File: config.mk
export PLATFORM = sky130hd
export DESIGN_NAME = bin_to_ascii_dec
export DESIGN_NICKNAME = d
export VERILOG_FILES = /design/src/rtl/bin_to_ascii_dec.sv
export SDC_FILE = /design/constraint.sdc
export NUM_CORES = 1
export LEC_CHECK = 0
export BUFFER_PORTS_ARGS = -buffer_cell sky130_fd_sc_hd__buf_2
export CAP_MARGIN = 0
export CORE_MARGIN = 4
export CORE_UTILIZATION = 59
export CTS_CLUSTER_DIAMETER = 40
export CTS_CLUSTER_SIZE = 30
export DETAILED_ROUTE_END_ITERATION = 6
export PLACE_DENSITY = 0.79
export SYNTH_ARGS = -nofsm -noshare
export SYNTH_HDL_FRONTEND = slang
export SYNTH_SLANG_ARGS = --single-unit
File: constraint.sdc
create_clock -name clk -period 2.81 [get_ports clk]
set_clock_uncertainty 0.15 [all_clocks]
set_input_delay 0.562 -clock clk [delete_from_list [all_inputs] [get_ports clk]]
set_output_delay 0.562 -clock clk [all_outputs]
set_load 0.01 [all_outputs]
File: src/rtl/bin_to_ascii_dec.sv
// rtl/bin_to_ascii_dec.sv - iterative binary-to-ASCII decimal formatter with fixed-width streamed field
module bin_to_ascii_dec #(
    parameter int WIDTH   = 8,
    parameter int DIGITS  = 3,
    parameter int JUSTIFY = 0
) (
    input  logic             clk,
    input  logic             rst_n,
    input  logic             start,
    input  logic [WIDTH-1:0] value,
    input  logic             signed_mode,
    output logic             busy,
    output logic             out_valid,
    input  logic             out_ready,
    output logic [7:0]       out_char,
    output logic             out_last
);

    // Decimal digits needed to print the largest unsigned WIDTH-bit value.
    function automatic int min_digits(input int w);
        longint m;
        int     n;
        m = (longint'(1) << w) - 1;
        n = 0;
        while (m > 0) begin
            m = m / 10;
            n = n + 1;
        end
        return n;
    endfunction

    localparam int BW = 4 * DIGITS;
    localparam int CW = $clog2(WIDTH);
    localparam int KW = $clog2(DIGITS + 2);

    if (DIGITS < min_digits(WIDTH)) begin : g_digits_too_small
        $error("bin_to_ascii_dec: DIGITS too small for WIDTH");
    end

    localparam logic [2:0] S_IDLE = 3'd0;
    localparam logic [2:0] S_PREP = 3'd1;
    localparam logic [2:0] S_CONV = 3'd2;
    localparam logic [2:0] S_SCAN = 3'd3;
    localparam logic [2:0] S_EMIT = 3'd4;

    logic [2:0]       state;
    logic [WIDTH-1:0] val_q;
    logic [WIDTH-1:0] mag_q;
    logic             sgn_q;
    logic             neg_q;
    logic             nz_q;
    logic [BW-1:0]    bcd_q;
    logic [CW-1:0]    cnt_q;
    logic [KW-1:0]    ndig_q;
    logic [KW-1:0]    k_q;

    logic [BW-1:0]    bcd_adj;
    logic [KW-1:0]    ndig_c;
    logic [KW-1:0]    sign_len;
    logic [KW-1:0]    field_len;
    logic [KW-1:0]    str_len;
    logic [KW-1:0]    pad_len;
    logic [KW-1:0]    pos;
    logic [KW-1:0]    didx;
    logic             is_pad;
    logic [3:0]       digit;
    logic [7:0]       char_c;

    assign busy = (state != S_IDLE);

    // Double-dabble correction: bump every BCD nibble >= 5 by 3 before the shift.
    always_comb begin
        bcd_adj = bcd_q;
        for (int i = 0; i < DIGITS; i++) begin
            if (bcd_q[4*i +: 4] >= 4'd5) begin
                bcd_adj[4*i +: 4] = bcd_q[4*i +: 4] + 4'd3;
            end
        end
    end

    // Significant digit count: highest nonzero nibble + 1, at least one so zero prints "0".
    always_comb begin
        ndig_c = KW'(1);
        for (int i = 0; i < DIGITS; i++) begin
            if (bcd_q[4*i +: 4] != 4'd0) begin
                ndig_c = KW'(i + 1);
            end
        end
    end

    // Character at field position k_q: padding, sign, or digit (most significant first).
    always_comb begin
        sign_len  = {{(KW-1){1'b0}}, sgn_q & nz_q};
        field_len = KW'(DIGITS) + {{(KW-1){1'b0}}, sgn_q};
        str_len   = ndig_q + sign_len;
        pad_len   = field_len - str_len;
        if (JUSTIFY != 0) begin
            is_pad = (k_q < pad_len);
            pos    = k_q - pad_len;
        end else begin
            is_pad = (k_q >= str_len);
            pos    = k_q;
        end
        didx   = str_len - KW'(1) - pos;
        digit  = 4'(bcd_q >> {didx, 2'b00});
        char_c = 8'h20;
        if (!is_pad) begin
            if (pos < sign_len) begin
                char_c = neg_q ? 8'h2D : 8'h2B;
            end else begin
                char_c = 8'h30 + {4'h0, digit};
            end
        end
    end

    // Control FSM: latch, take magnitude, convert, size the field, then stream it.
    always_ff @(posedge clk or negedge rst_n) begin
        if (!rst_n) begin
            state     <= S_IDLE;
            val_q     <= '0;
            mag_q     <= '0;
            sgn_q     <= 1'b0;
            neg_q     <= 1'b0;
            nz_q      <= 1'b0;
            bcd_q     <= '0;
            cnt_q     <= '0;
            ndig_q    <= '0;
            k_q       <= '0;
            out_valid <= 1'b0;
            out_char  <= 8'h00;
            out_last  <= 1'b0;
        end else begin
            case (state)
                S_IDLE: begin
                    if (start) begin
                        val_q <= value;
                        sgn_q <= signed_mode;
                        state <= S_PREP;
                    end
                end
                S_PREP: begin
                    neg_q <= sgn_q & val_q[WIDTH-1];
                    mag_q <= (sgn_q & val_q[WIDTH-1])
                             ? ((~val_q) + {{(WIDTH-1){1'b0}}, 1'b1})
                             : val_q;
                    nz_q  <= |val_q;
                    bcd_q <= '0;
                    cnt_q <= '0;
                    state <= S_CONV;
                end
                S_CONV: begin
                    bcd_q <= BW'({bcd_adj, mag_q[WIDTH-1]});
                    mag_q <= mag_q << 1;
                    cnt_q <= cnt_q + CW'(1);
                    if (cnt_q == CW'(WIDTH - 1)) begin
                        state <= S_SCAN;
                    end
                end
                S_SCAN: begin
                    ndig_q <= ndig_c;
                    k_q    <= '0;
                    state  <= S_EMIT;
                end
                S_EMIT: begin
                    if (!out_valid || out_ready) begin
                        if (out_valid && out_last) begin
                            out_valid <= 1'b0;
                            out_char  <= 8'h00;
                            out_last  <= 1'b0;
                            state     <= S_IDLE;
                        end else begin
                            out_valid <= 1'b1;
                            out_char  <= char_c;
                            out_last  <= (k_q == field_len - KW'(1));
                            k_q       <= k_q + KW'(1);
                        end
                    end
                end
                default: begin
                    state <= S_IDLE;
                end
            endcase
        end
    end

endmodule

Word level (Yosys, flattened, before mapping):

Index checks and enable logic that the tools add are counted.

* register bits: 53
* output and inout port bits: 11
* logic and storage cells: 82

* magnitude comparators: 5
* eq/ne operators: 11
* mux-type cells: 23
* reductions and logical operators: 14
* add/sub/neg operators: 12
* bitwise operators: 3
* shift-type cells: 1

Operators with widths (count)
* $mux W3: 9
* $pmux W12 S2: 1
* $mux W8: 2
* $pmux W8 S2: 1
* $pmux W3 S5: 1
* $mux W7: 2
* $ge A4 B3 Y1 const B: 3
* $pmux W3 S2: 2
* $shr A12 B5 Y4: 1
* $ne A2 B2 Y1 const B: 5
* $add A4 B2 Y4 const B: 2
* $add A8 B1 Y8 const B: 1
* $mux W4: 2
* $not A8 Y8: 1
* $reduce_bool A4 Y1: 2
* $reduce_or A8 Y1: 1
* $add A6 B4 Y7 const A: 1
* $add A3 B1 Y3 const B: 2
* $eq A3 B2 Y1 const B: 2
* $eq A3 B3 Y1 const B: 2
* $sub A3 B1 Y3 const B: 2
* $reduce_and A2 Y1: 2
* $reduce_and A4 Y1: 1
* $reduce_bool A2 Y1: 2
* 17 further kinds: 19

Logic depth before layout (Yosys ltp):

Gate-level depths: netlist (run 1).

* word-level depth: 9
* gate-level depth with buffers: 11
* mapped depth without buffers: 10

Worst setup path after synthesis (run 1):

OpenSTA, ideal clock, no wires.

* path type: reg2reg
* start point: register sgn_q
* end point: register out_char[2]
* cell stages (with the launch flop): 12
* data arrival time: 2.209 ns
* clock period less this slack: 2.486 ns
* library setup time: 0.126 ns
* buffers on the path: 1
* path slack: 0.324 ns
* required time: 2.534 ns
* cell sequence: dfrtp_1 > nand2_1 > inv_1 > ha_1 > ha_1 > inv_1 > fa_1 > buf_2 > mux2i_1 > o21ai_0 > a22oi_1 > o21ai_1

* cells in the longest elaborated chain, start to end: 9

Ends and longest elaborated chain
* from (decl): RTL line 49 `logic sgn_q;`
* from (signal assigned): RTL line 137 `sgn_q <= signed_mode;`
* $and A1 B1 Y1 (*): RTL line 93 `sign_len = {{(KW-1){1'b0}}, sgn_q & nz_q};`
* $add A3 B1 Y3: RTL line 95 `str_len = ndig_q + sign_len;`
* $sub A3 B1 Y3: RTL line 104 `didx = str_len - KW'(1) - pos;`
* $sub A3 B3 Y3: RTL line 104
* $shr A12 B5 Y4: RTL line 105 `digit = 4'(bcd_q >> {didx, 2'b00});`
* $add A6 B4 Y7: RTL line 111 `char_c = 8'h30 + {4'h0, digit};`
* $mux W7: RTL line 108 `if (pos < sign_len) begin`
* $mux W7 (*): RTL line 107 `if (!is_pad) begin`
* $mux W8 (*): RTL line 166 `if (out_valid && out_last) begin`
* to (signal assigned): RTL line 173 `out_char <= char_c;`
* to (decl): RTL line 15 `output logic [7:0] out_char,`

Every way passes the cells marked *; elsewhere a longest branch is shown, timed or not.
A chain may end at the register's enable or synchronous reset.

Final worst setup path (run 1):

* start point: register sgn_q
* end point: register out_char[1]

The elaborated chain is that of the path after synthesis.

==> impl_metrics.py, run 1 <==
metrics = {
    "critical_path": {
        "arrival_ns": 2.61,
        "worstPathMaxFanout": 8,
        "path_class": "reg2reg",
        "cp-start-kind": "register",
        "cp.required_ns": 2.84,
        "worstSetupStartpoint": "sgn_q",
        "rr_startpoint": "sgn_q",
        "cp-end-kind": "register",
    },
    "placement": {
        "gp_congestion": 0.862,
        "portBuffers": 21,
        "place_hpwl_um": 3770,
    },
    "power": {
        "leakage_uw": 0.00139,
        "powerDensity_nw_per_um2": 1150,
        "ir_worst_vdd_v": 0.000590,
    },
    "timing": {
        "rsz0062_at_grt": "no",
        "slew_headroom_pct": 56.8,
        "fin_crit_ns": 2.58,
        "hold_viol": 0,
        "min_period_over_period_pct": 92.0,
        "max_freq_mhz": 387,
        "worst_pin_slew_ns": 0.648,
        "drv_slew": 0,
        "fin_tns_setup_ns": 0,
        "finalSetupViolations": 0,
    },
    "detailed_routing": {
        "first_iter_violations": 102,
        "drc": 0,
        "ant_nets": 0,
        "drt-pass1-iter-count": 4,
        "vias_per_cell": 5.79,
        "finalWirelength_um": 5080,
        "num_vias": 1922,
        "post_drt_wl_per_cell_um": 15.3,
    },
    "outcome": {
        "outcome": "finished clean",
    },
    "final_layout": {
        "drive_above_1_share_pct": 18.6,
        "nets": 311,
        "ff_latch_area_um2": 1230,
        "diodes": 0,
        "num-fill-cells": 352,
        "fin_util_pct": 66.8,
        "area_growth_pct": 6.66,
        "multi_input_comb_area_um2": 1400,
    },
    "global_route": {
        "grt_max_degree": 30,
        "grt_use_met2_pct": 32.9,
        "met3_usage_pct": 3.51,
        "grt_pass1_wl_um": 9280,
        "grt.overflow.total": 0,
        "use_met1_pct": 24.6,
        "grt-busiest-layer": "met2",
        "grt_use_total_pct": 19.2,
        "antenna_found_initial": 0,
        "grt_pass1_vias": 1969,
    },
    "floorplan": {
        "io_pins": 24,
        "rows": 24,
        "floorplan.initialDensity_pct": 62.6,
        "dieArea_um2": 5910,
        "die_w_um": 76.9,
        "die_y_um": 76.9,
        "core_area_um2": 4470,
    },
    "yosys": {
        "synthCells": 258,
        "yosysMostFrequentCell": "dfrtp_1",
        "synth.yosys.seq_area_share_pct": 43.8,
        "avgSynthCellArea_um2": 10.9,
        "synth-xor-area-share_pct": 4.07,
        "async_reset_ff_share_pct": 100,
        "ys_warn_count": 0,
        "synth_top_family_by_area": "compound AO/OA/AOI/OAI gates",
        "synth_fa_ha_area_share_pct": 8.76,
        "synth-compound-area-share_pct": 17.6,
        "synthMuxAreaShare_pct": 7.19,
        "synth_top_area_cell": "dfrtp_1",
        "yosys-top-cells-area": "dfrtp_1 44%, ha_1 8.0%, mux2i_1 3.6%, mux2_4 3.2%, o21ai_0 2.9%",
        "ys_seq_elements": 49,
        "synthFlopType": "dfrtp_1",
        "yosysUniqueCellTypes": 50,
        "synth_top_area_share_pct": 43.8,
        "synth_edf_count": 0,
        "syn_area_um2": 2800,
        "synth_commonest_cells": "49 x dfrtp_1, 21 x nand2_1, 19 x inv_1",
        "synth-simple-area-share_pct": 12.1,
    },
    "cts": {
        "clock_latency_ns": 0.29,
        "numCtsBuffers": 5,
        "cts_root_buffer": "clkbuf_8",
        "cts_max_level": 2,
        "clkSinkCount": 49,
        "clockBufferDepth": 2,
        "cts-resized-gates": 0,
        "tritoncts": "yes",
        "hold_buffers": 0,
        "path_clk_slew_ns": 0.09,
        "cts_setup_buffers": 0,
    },
    "worst_hold_path": {
        "hold_path.class": "in2async",
    },
    "run": {
        "cap_violations": 0,
    },
}
[cell families (layout without fill, tap and decap cells)]
logic type      Yosys count  after routing
other cells               1              2
buf+inv                  32             53
compound gates           70             70
simple gates             57             57
flops                    49             49
xor+xnor                 13             13
fa+ha+maj                19             19
mux                      17             17
[per-layer routing]
metal	wire [µm]	part of all wire (%)
met5	0	0
met4	66	1.3
met3	137	2.7
met2	2560	50
met1	2310	45
[metrics by stage]
step | power, µW | instances | area (µm²) | hold slack, ns | setup WS [ns]
floorplan | 2700 | 259 | 2800 | 0.116 | 0.324
global placement | 2970 | 324 | 2900 | 0.311 | 0.244
detailed placement | 3040 | 324 | 2900 | 0.322 | 0.148
CTS | 3430 | 332 | 2980 | 0.162 | 0.125
global route | 3740 | 332 | 2990 | 0.185 | 0.0136
finish | 3420 | 332 | 2990 | 0.141 | 0.226
[cell type report]
type                       count  area share [%]
tap                           52            2.18
clock buffer                   8            2.68
sequential                    49            41.1
timing repair buffer          25            4.52
multi-input combinational    178            46.9
inverter                      20            2.68
[worst max-delay path, stage by stage (launching register included)]
cell and delay, ns:
dfrtp_1 0.38, nand2_1 0.12, inv_1 0.05, ha_1 0.18, ha_1 0.29, inv_1 0.07, fa_2 0.65, mux2i_1 0.20
o21ai_0 0.10, a22oi_1 0.20, o21ai_1 0.09
[flip-flops by register name, indices dropped and copies added, names as in the netlist]
| register | count |
|---|---|
| bcd_q | 12 |
| mag_q | 8 |
| val_q | 8 |
| out_char | 6 |
| cnt_q | 3 |
| k_q | 3 |
| state | 3 |
| ndig_q | 2 |
| neg_q | 1 |
| nz_q | 1 |
| out_last | 1 |
| sgn_q | 1 |
[final timing paths]
kind,to,slack (ns),cells after the start
setup / recovery,out_char[1],0.23,10
hold / removal,out_char[1],0.14,1
setup reg to reg,out_char[1],0.23,10
hold reg to reg,out_char[3],0.33,2
max in group asynchronous,ndig_q[0],1.76,2
min in group clk,out_char[3],0.33,2
[cells in the final DEF, fill, tap and decap left out, drive strengths merged, types with 2 or more instances in the layout]
cell    instances
dfrtp          49
o21ai          27
buf            25
nand2          21
inv            19
ha             18
mux2i          10
nor2           10
a22oi           9
a21oi           8
clkbuf          8
nand3           7
xnor2           7
mux2            7
a22o            6
xor2            6
nor3            4
o31ai           4
nor3b           4
a32o            3
nand2b          3
o22ai           3
or3b            2
o32ai           2
conb            2
o211ai          2
[power breakdown]
group	switching [µW]	internal (µW)
clock network	212	177
registers	281	968
logic	986	800
No activity file was read; power rests on OpenSTA's default activity.
==> run 2, diff against run 1 <==
- MAX_ROUTING_LAYER: not set -> met4
==> impl_metrics.py, run 2 (synthesis gave the netlist of run 1 again) <==
metrics = {
    "final_layout": {
        "area_growth_pct": 6.66,
        "mostFrequentLayoutCell": "dfrtp_1",
        "fin_util_pct": 66.8,
        "nets": 311,
        "drive_above_1_share_pct": 18.6,
        "fin_cells": 332,
        "reg.largest.list": "bcd_q: 12 flops, mag_q: 8 flops, val_q: 8 flops",
        "diodes": 0,
        "top_register": "bcd_q",
        "final_area_um2": 2990,
        "largest_register_ffs": 12,
        "layout_common_cells": "49 x dfrtp_1, 21 x nand2_1, 21 x buf_2",
    },
    "placement": {
        "portBuffers": 21,
        "dp.cells": 324,
        "place_area_um2": 2900,
        "gp_congestion": 0.876,
        "place_hpwl_um": 3770,
    },
    "detailed_routing": {
        "ant_nets": 0,
        "first_iter_violations": 109,
        "vias_per_cell": 5.83,
        "num_vias": 1935,
        "post_drt_wl_per_cell_um": 15.3,
        "drt-pass1-iter-count": 4,
        "drc": 0,
        "finalWirelength_um": 5070,
    },
    "cts": {
        "hold_buffers": 0,
        "numCtsBuffers": 5,
        "cts_root_buffer": "clkbuf_8",
        "clkSinkCount": 49,
        "cts_max_level": 2,
        "tritoncts": "yes",
        "path_clk_slew_ns": 0.09,
        "clockBufferDepth": 2,
        "clock_latency_ns": 0.29,
    },
    "global_route": {
        "grt_use_total_pct": 19.6,
        "grt.overflow.total": 0,
        "grt_max_degree": 30,
        "grt_pass1_wl_um": 9260,
        "grt_pass1_vias": 1969,
        "antenna_found_initial": 0,
    },
    "floorplan": {
        "die_w_um": 76.9,
        "core_area_um2": 4470,
        "floorplan.initialDensity_pct": 62.6,
        "rows": 24,
        "die_y_um": 76.9,
        "io_pins": 24,
        "dieArea_um2": 5910,
    },
    "power": {
        "share_seq_of_total_power_pct": 36.5,
        "swShare_pct": 43.2,
        "ir_worst_vdd_v": 0.000592,
        "leakage_uw": 0.00139,
        "totalPowerFinal_uw": 3420,
        "combPwrFrac_pct": 52.1,
        "p_clk_share_pct": 11.4,
        "cell_internal_pwr_uw": 1940,
        "powerDensity_nw_per_um2": 1150,
        "switchingPower_uw": 1480,
    },
    "timing": {
        "finalSetupViolations": 0,
        "fin_tns_setup_ns": 0,
        "min_period_over_period_pct": 91.5,
        "hold_viol": 0,
        "rsz0062_at_grt": "no",
        "fin_crit_ns": 2.57,
        "max_freq_mhz": 389,
        "drv_slew": 0,
        "worst_pin_slew_ns": 0.645,
        "slew_headroom_pct": 57.0,
    },
    "worst_hold_path": {
        "hold_path.class": "in2async",
    },
    "critical_path": {
        "cp-end-kind": "register",
        "cp.required_ns": 2.84,
        "crit_path_end": "out_char[1]",
        "r2r-end": "out_char[1]",
        "worstPathMaxFanout": 8,
        "rr_startpoint": "sgn_q",
        "arrival_ns": 2.60,
        "reg2reg_slack_ns": 0.24,
        "worstSetupStartpoint": "sgn_q",
        "cp-start-kind": "register",
        "path_class": "reg2reg",
        "r2r_cells": 10,
    },
    "run": {
        "cap_violations": 0,
    },
    "outcome": {
        "outcome": "finished clean",
    },
}
## run 2: per-layer routing
| metal | GRT usage (%) | wire length (µm) | part of all wire, % | vias up |
|---|---|---|---|---|
| met2 | 32.8 | 2550 | 50 | 39 |
| met3 | 2.81 | 181 | 3.6 | 8 |
| met5 | - | 0 | 0 | - |
| met1 | 24.6 | 2270 | 45 | 928 |
| met4 | 6.16 | 66 | 1.3 | 0 |
| li1 | - | - | - | 960 |
## run 2: final cells by class
| cell class | instances | area [µm²] |
|---|---|---|
| Inverter | 20 | 80.1 |
| Sequential cell | 49 | 1230 |
| Tap cell | 52 | 65.1 |
| Multi-Input combinational cell | 178 | 1400 |
| Fill cell | 352 | 1490 |
| Clock buffer | 8 | 80.1 |
| Timing Repair Buffer | 25 | 135 |
## run 2: metrics by stage
step / hold slack (ns) / worst slack (ns)
after floorplan: 0.116 / 0.324
after global placement: 0.311 / 0.244
after detailed placement: 0.322 / 0.148
after CTS: 0.162 / 0.125
after global routing: 0.189 / 0.0136
final: 0.139 / 0.240
## run 2: worst min-delay path by stage
| stage | startpoint | end | slack (ns) | cells after the start |
|---|---|---|---|---|
| floorplan | rst_n | bcd_q[0] | 0.12 | 0 |
| global placement | out_char[4] | out_char[4] | 0.31 | 2 |
| detailed placement | out_char[3] | out_char[3] | 0.32 | 2 |
| CTS | rst_n | out_char[4] | 0.16 | 1 |
| global route | rst_n | out_char[2] | 0.19 | 1 |
| finish | rst_n | out_char[1] | 0.14 | 1 |
## run 2: what timing repair did
item	CTS	global route
setup buffers	0	0
gates resized for setup	0	1
endpoints found under the setup margin	0	2
## run 2: power groups by stage
stage	logic [µW]	registers (µW)	clock network [µW]
CTS	1790	1250	398
detailed placement	1770	1260	0
global route	2010	1300	427
floorplan	1500	1200	0
global placement	1720	1250	0
finish	1780	1250	389
## run 2: critical path: stages, from the launching register on
cell     delay (ns)
dfrtp_1        0.38
nand2_1        0.12
inv_1          0.05
ha_1           0.18
ha_1           0.29
inv_1          0.07
fa_2           0.65
mux2i_1        0.20
o21ai_0        0.10
a22oi_1        0.20
o21ai_1        0.08
==> run 3, diff against run 2 <==
- CORE_UTILIZATION: 59 -> 50
- PLACE_DENSITY: 0.79 -> 0.71
==> impl_metrics.py, run 3 (synthesis gave the netlist of run 1 again) <==
metrics = {
    "global_route": {
        "grt_use_total_pct": 16.3,
        "grt_max_degree": 50,
        "grt_pass1_vias": 1881,
        "antenna_found_initial": 0,
        "grt.overflow.total": 0,
        "grt_pass1_wl_um": 8980,
    },
    "detailed_routing": {
        "vias_per_cell": 5.57,
        "drc": 0,
        "wl_met1_um": 2380,
        "num_vias": 1951,
        "drt-pass1-iter-count": 4,
        "ant_nets": 0,
        "dr_wl_met3_um": 176,
        "dr.max_layer_used": "met4",
        "first_iter_violations": 121,
        "wl_met2_um": 2550,
        "finalWirelength_um": 5180,
        "post_drt_wl_per_cell_um": 14.8,
    },
    "timing": {
        "min_period_over_period_pct": 89.1,
        "max_freq_mhz": 399,
        "fin_crit_ns": 2.50,
        "rsz0062_at_grt": "no",
        "worst_pin_slew_ns": 0.606,
        "fin_tns_setup_ns": 0,
        "drv_slew": 0,
        "fin_ws_ns": 0.307,
        "hold_viol": 0,
        "slew_headroom_pct": 59.6,
        "finalSetupViolations": 0,
    },
    "critical_path": {
        "arrival_ns": 2.54,
        "cp-end-kind": "register",
        "cp.required_ns": 2.84,
        "cp-start-kind": "register",
        "worstSetupStartpoint": "sgn_q",
        "worstPathMaxFanout": 7,
        "path_class": "reg2reg",
        "rr_startpoint": "sgn_q",
    },
    "final_layout": {
        "layout_common_cells": "49 x dfrtp_1, 21 x buf_2, 20 x nand2_1",
        "mostFrequentLayoutCell": "dfrtp_1",
        "ff_latch_area_um2": 1230,
        "area_growth_pct": 7.69,
        "multi_input_comb_area_um2": 1400,
        "reg.largest.list": "bcd_q: 12 flops, mag_q: 8 flops, val_q: 8 flops",
        "diodes": 0,
        "top_register": "bcd_q",
        "drive_above_1_share_pct": 19.3,
        "nets": 311,
        "largest_register_ffs": 12,
        "fin_util_pct": 57.2,
        "final_area_um2": 3020,
        "num-fill-cells": 465,
    },
    "placement": {
        "place_hpwl_um": 3840,
        "gp_congestion": 0.778,
        "portBuffers": 21,
        "pre_cts_ws_ns": 0.171,
        "place_area_um2": 2920,
    },
    "power": {
        "combPwrFrac_pct": 52.3,
        "powerDensity_nw_per_um2": 1160,
        "switchingPower_uw": 1520,
        "share_seq_of_total_power_pct": 36.0,
        "leakage_uw": 0.00139,
        "swShare_pct": 43.3,
        "cell_internal_pwr_uw": 1980,
        "totalPowerFinal_uw": 3500,
        "ir_worst_vdd_v": 0.000628,
        "p_clk_share_pct": 11.7,
    },
    "outcome": {
        "outcome": "finished clean",
    },
    "floorplan": {
        "die_w_um": 82.8,
        "floorplan.initialDensity_pct": 53.1,
        "core_area_um2": 5270,
        "io_pins": 24,
        "dieArea_um2": 6860,
        "die_y_um": 82.8,
        "rows": 26,
    },
    "cts": {
        "tritoncts": "yes",
        "cts_root_buffer": "clkbuf_8",
        "path_clk_slew_ns": 0.09,
        "clock_latency_ns": 0.30,
        "clkSinkCount": 49,
        "cts_max_level": 2,
        "clockBufferDepth": 2,
        "numCtsBuffers": 5,
    },
    "worst_hold_path": {
        "hold_path.class": "in2async",
    },
    "run": {
        "cap_violations": 0,
    },
}
run 3: power groups by stage:
stage | logic [µW] | registers, µW | clock network [µW]
2_1_floorplan | 1500 | 1200 | 0
3_3_place_gp | 1730 | 1260 | 0
3_5_place_dp | 1770 | 1270 | 0
4_1_cts | 1790 | 1260 | 422
5_1_grt | 2050 | 1310 | 452
6_report | 1830 | 1260 | 409
run 3: critical path, cell delays in order, from the launching register on:
cell and delay [ns]:
dfrtp_1 0.39, nand2_2 0.09, inv_1 0.05, ha_1 0.17, ha_1 0.29, inv_1 0.07, fa_2 0.64, mux2i_1 0.19
o21ai_0 0.09, a22oi_1 0.17, o21ai_1 0.08
run 3: layout make-up:
type                    count  share of cell area, %
inverters                  20                   2.66
multi-input cells         178                   46.5
clock inverters             1                  0.249
flip-flops and latches     49                   40.7
well taps                  70                   2.90
clock buffers               7                   2.53
repair buffers             25                   4.48
run 3: metal layers:
metal / vias up / global-route usage (%)
met2: 39 / 25.9
met4: 0 / 4.75
met1: 947 / 21.4
li1: 956 / -
met5: - / -
met3: 9 / 3.07
run 3: worst paths after layout:
check | end | slack [ns] | cells past startpoint
hold / removal | out_last | 0.20 | 2
setup / recovery | out_char[1] | 0.31 | 10
setup reg to reg | out_char[1] | 0.31 | 10
hold reg to reg | mag_q[0] | 0.34 | 2
min in group clk | val_q[0] | 0.34 | 3
max in group asynchronous | bcd_q[2] | 1.90 | 2
run 3: what timing repair did:
item,CTS,global route
hold buffers,0,0
setup buffers,0,1
setup endpoints to repair,0,4
resized for setup,0,2
run 3: through the flow:
step / hold WS, ns / cells
finish: 0.200 / 350
global route: 0.246 / 350
CTS: 0.228 / 349
detailed placement: 0.323 / 341
global placement: 0.313 / 341
floorplan: 0.116 / 259
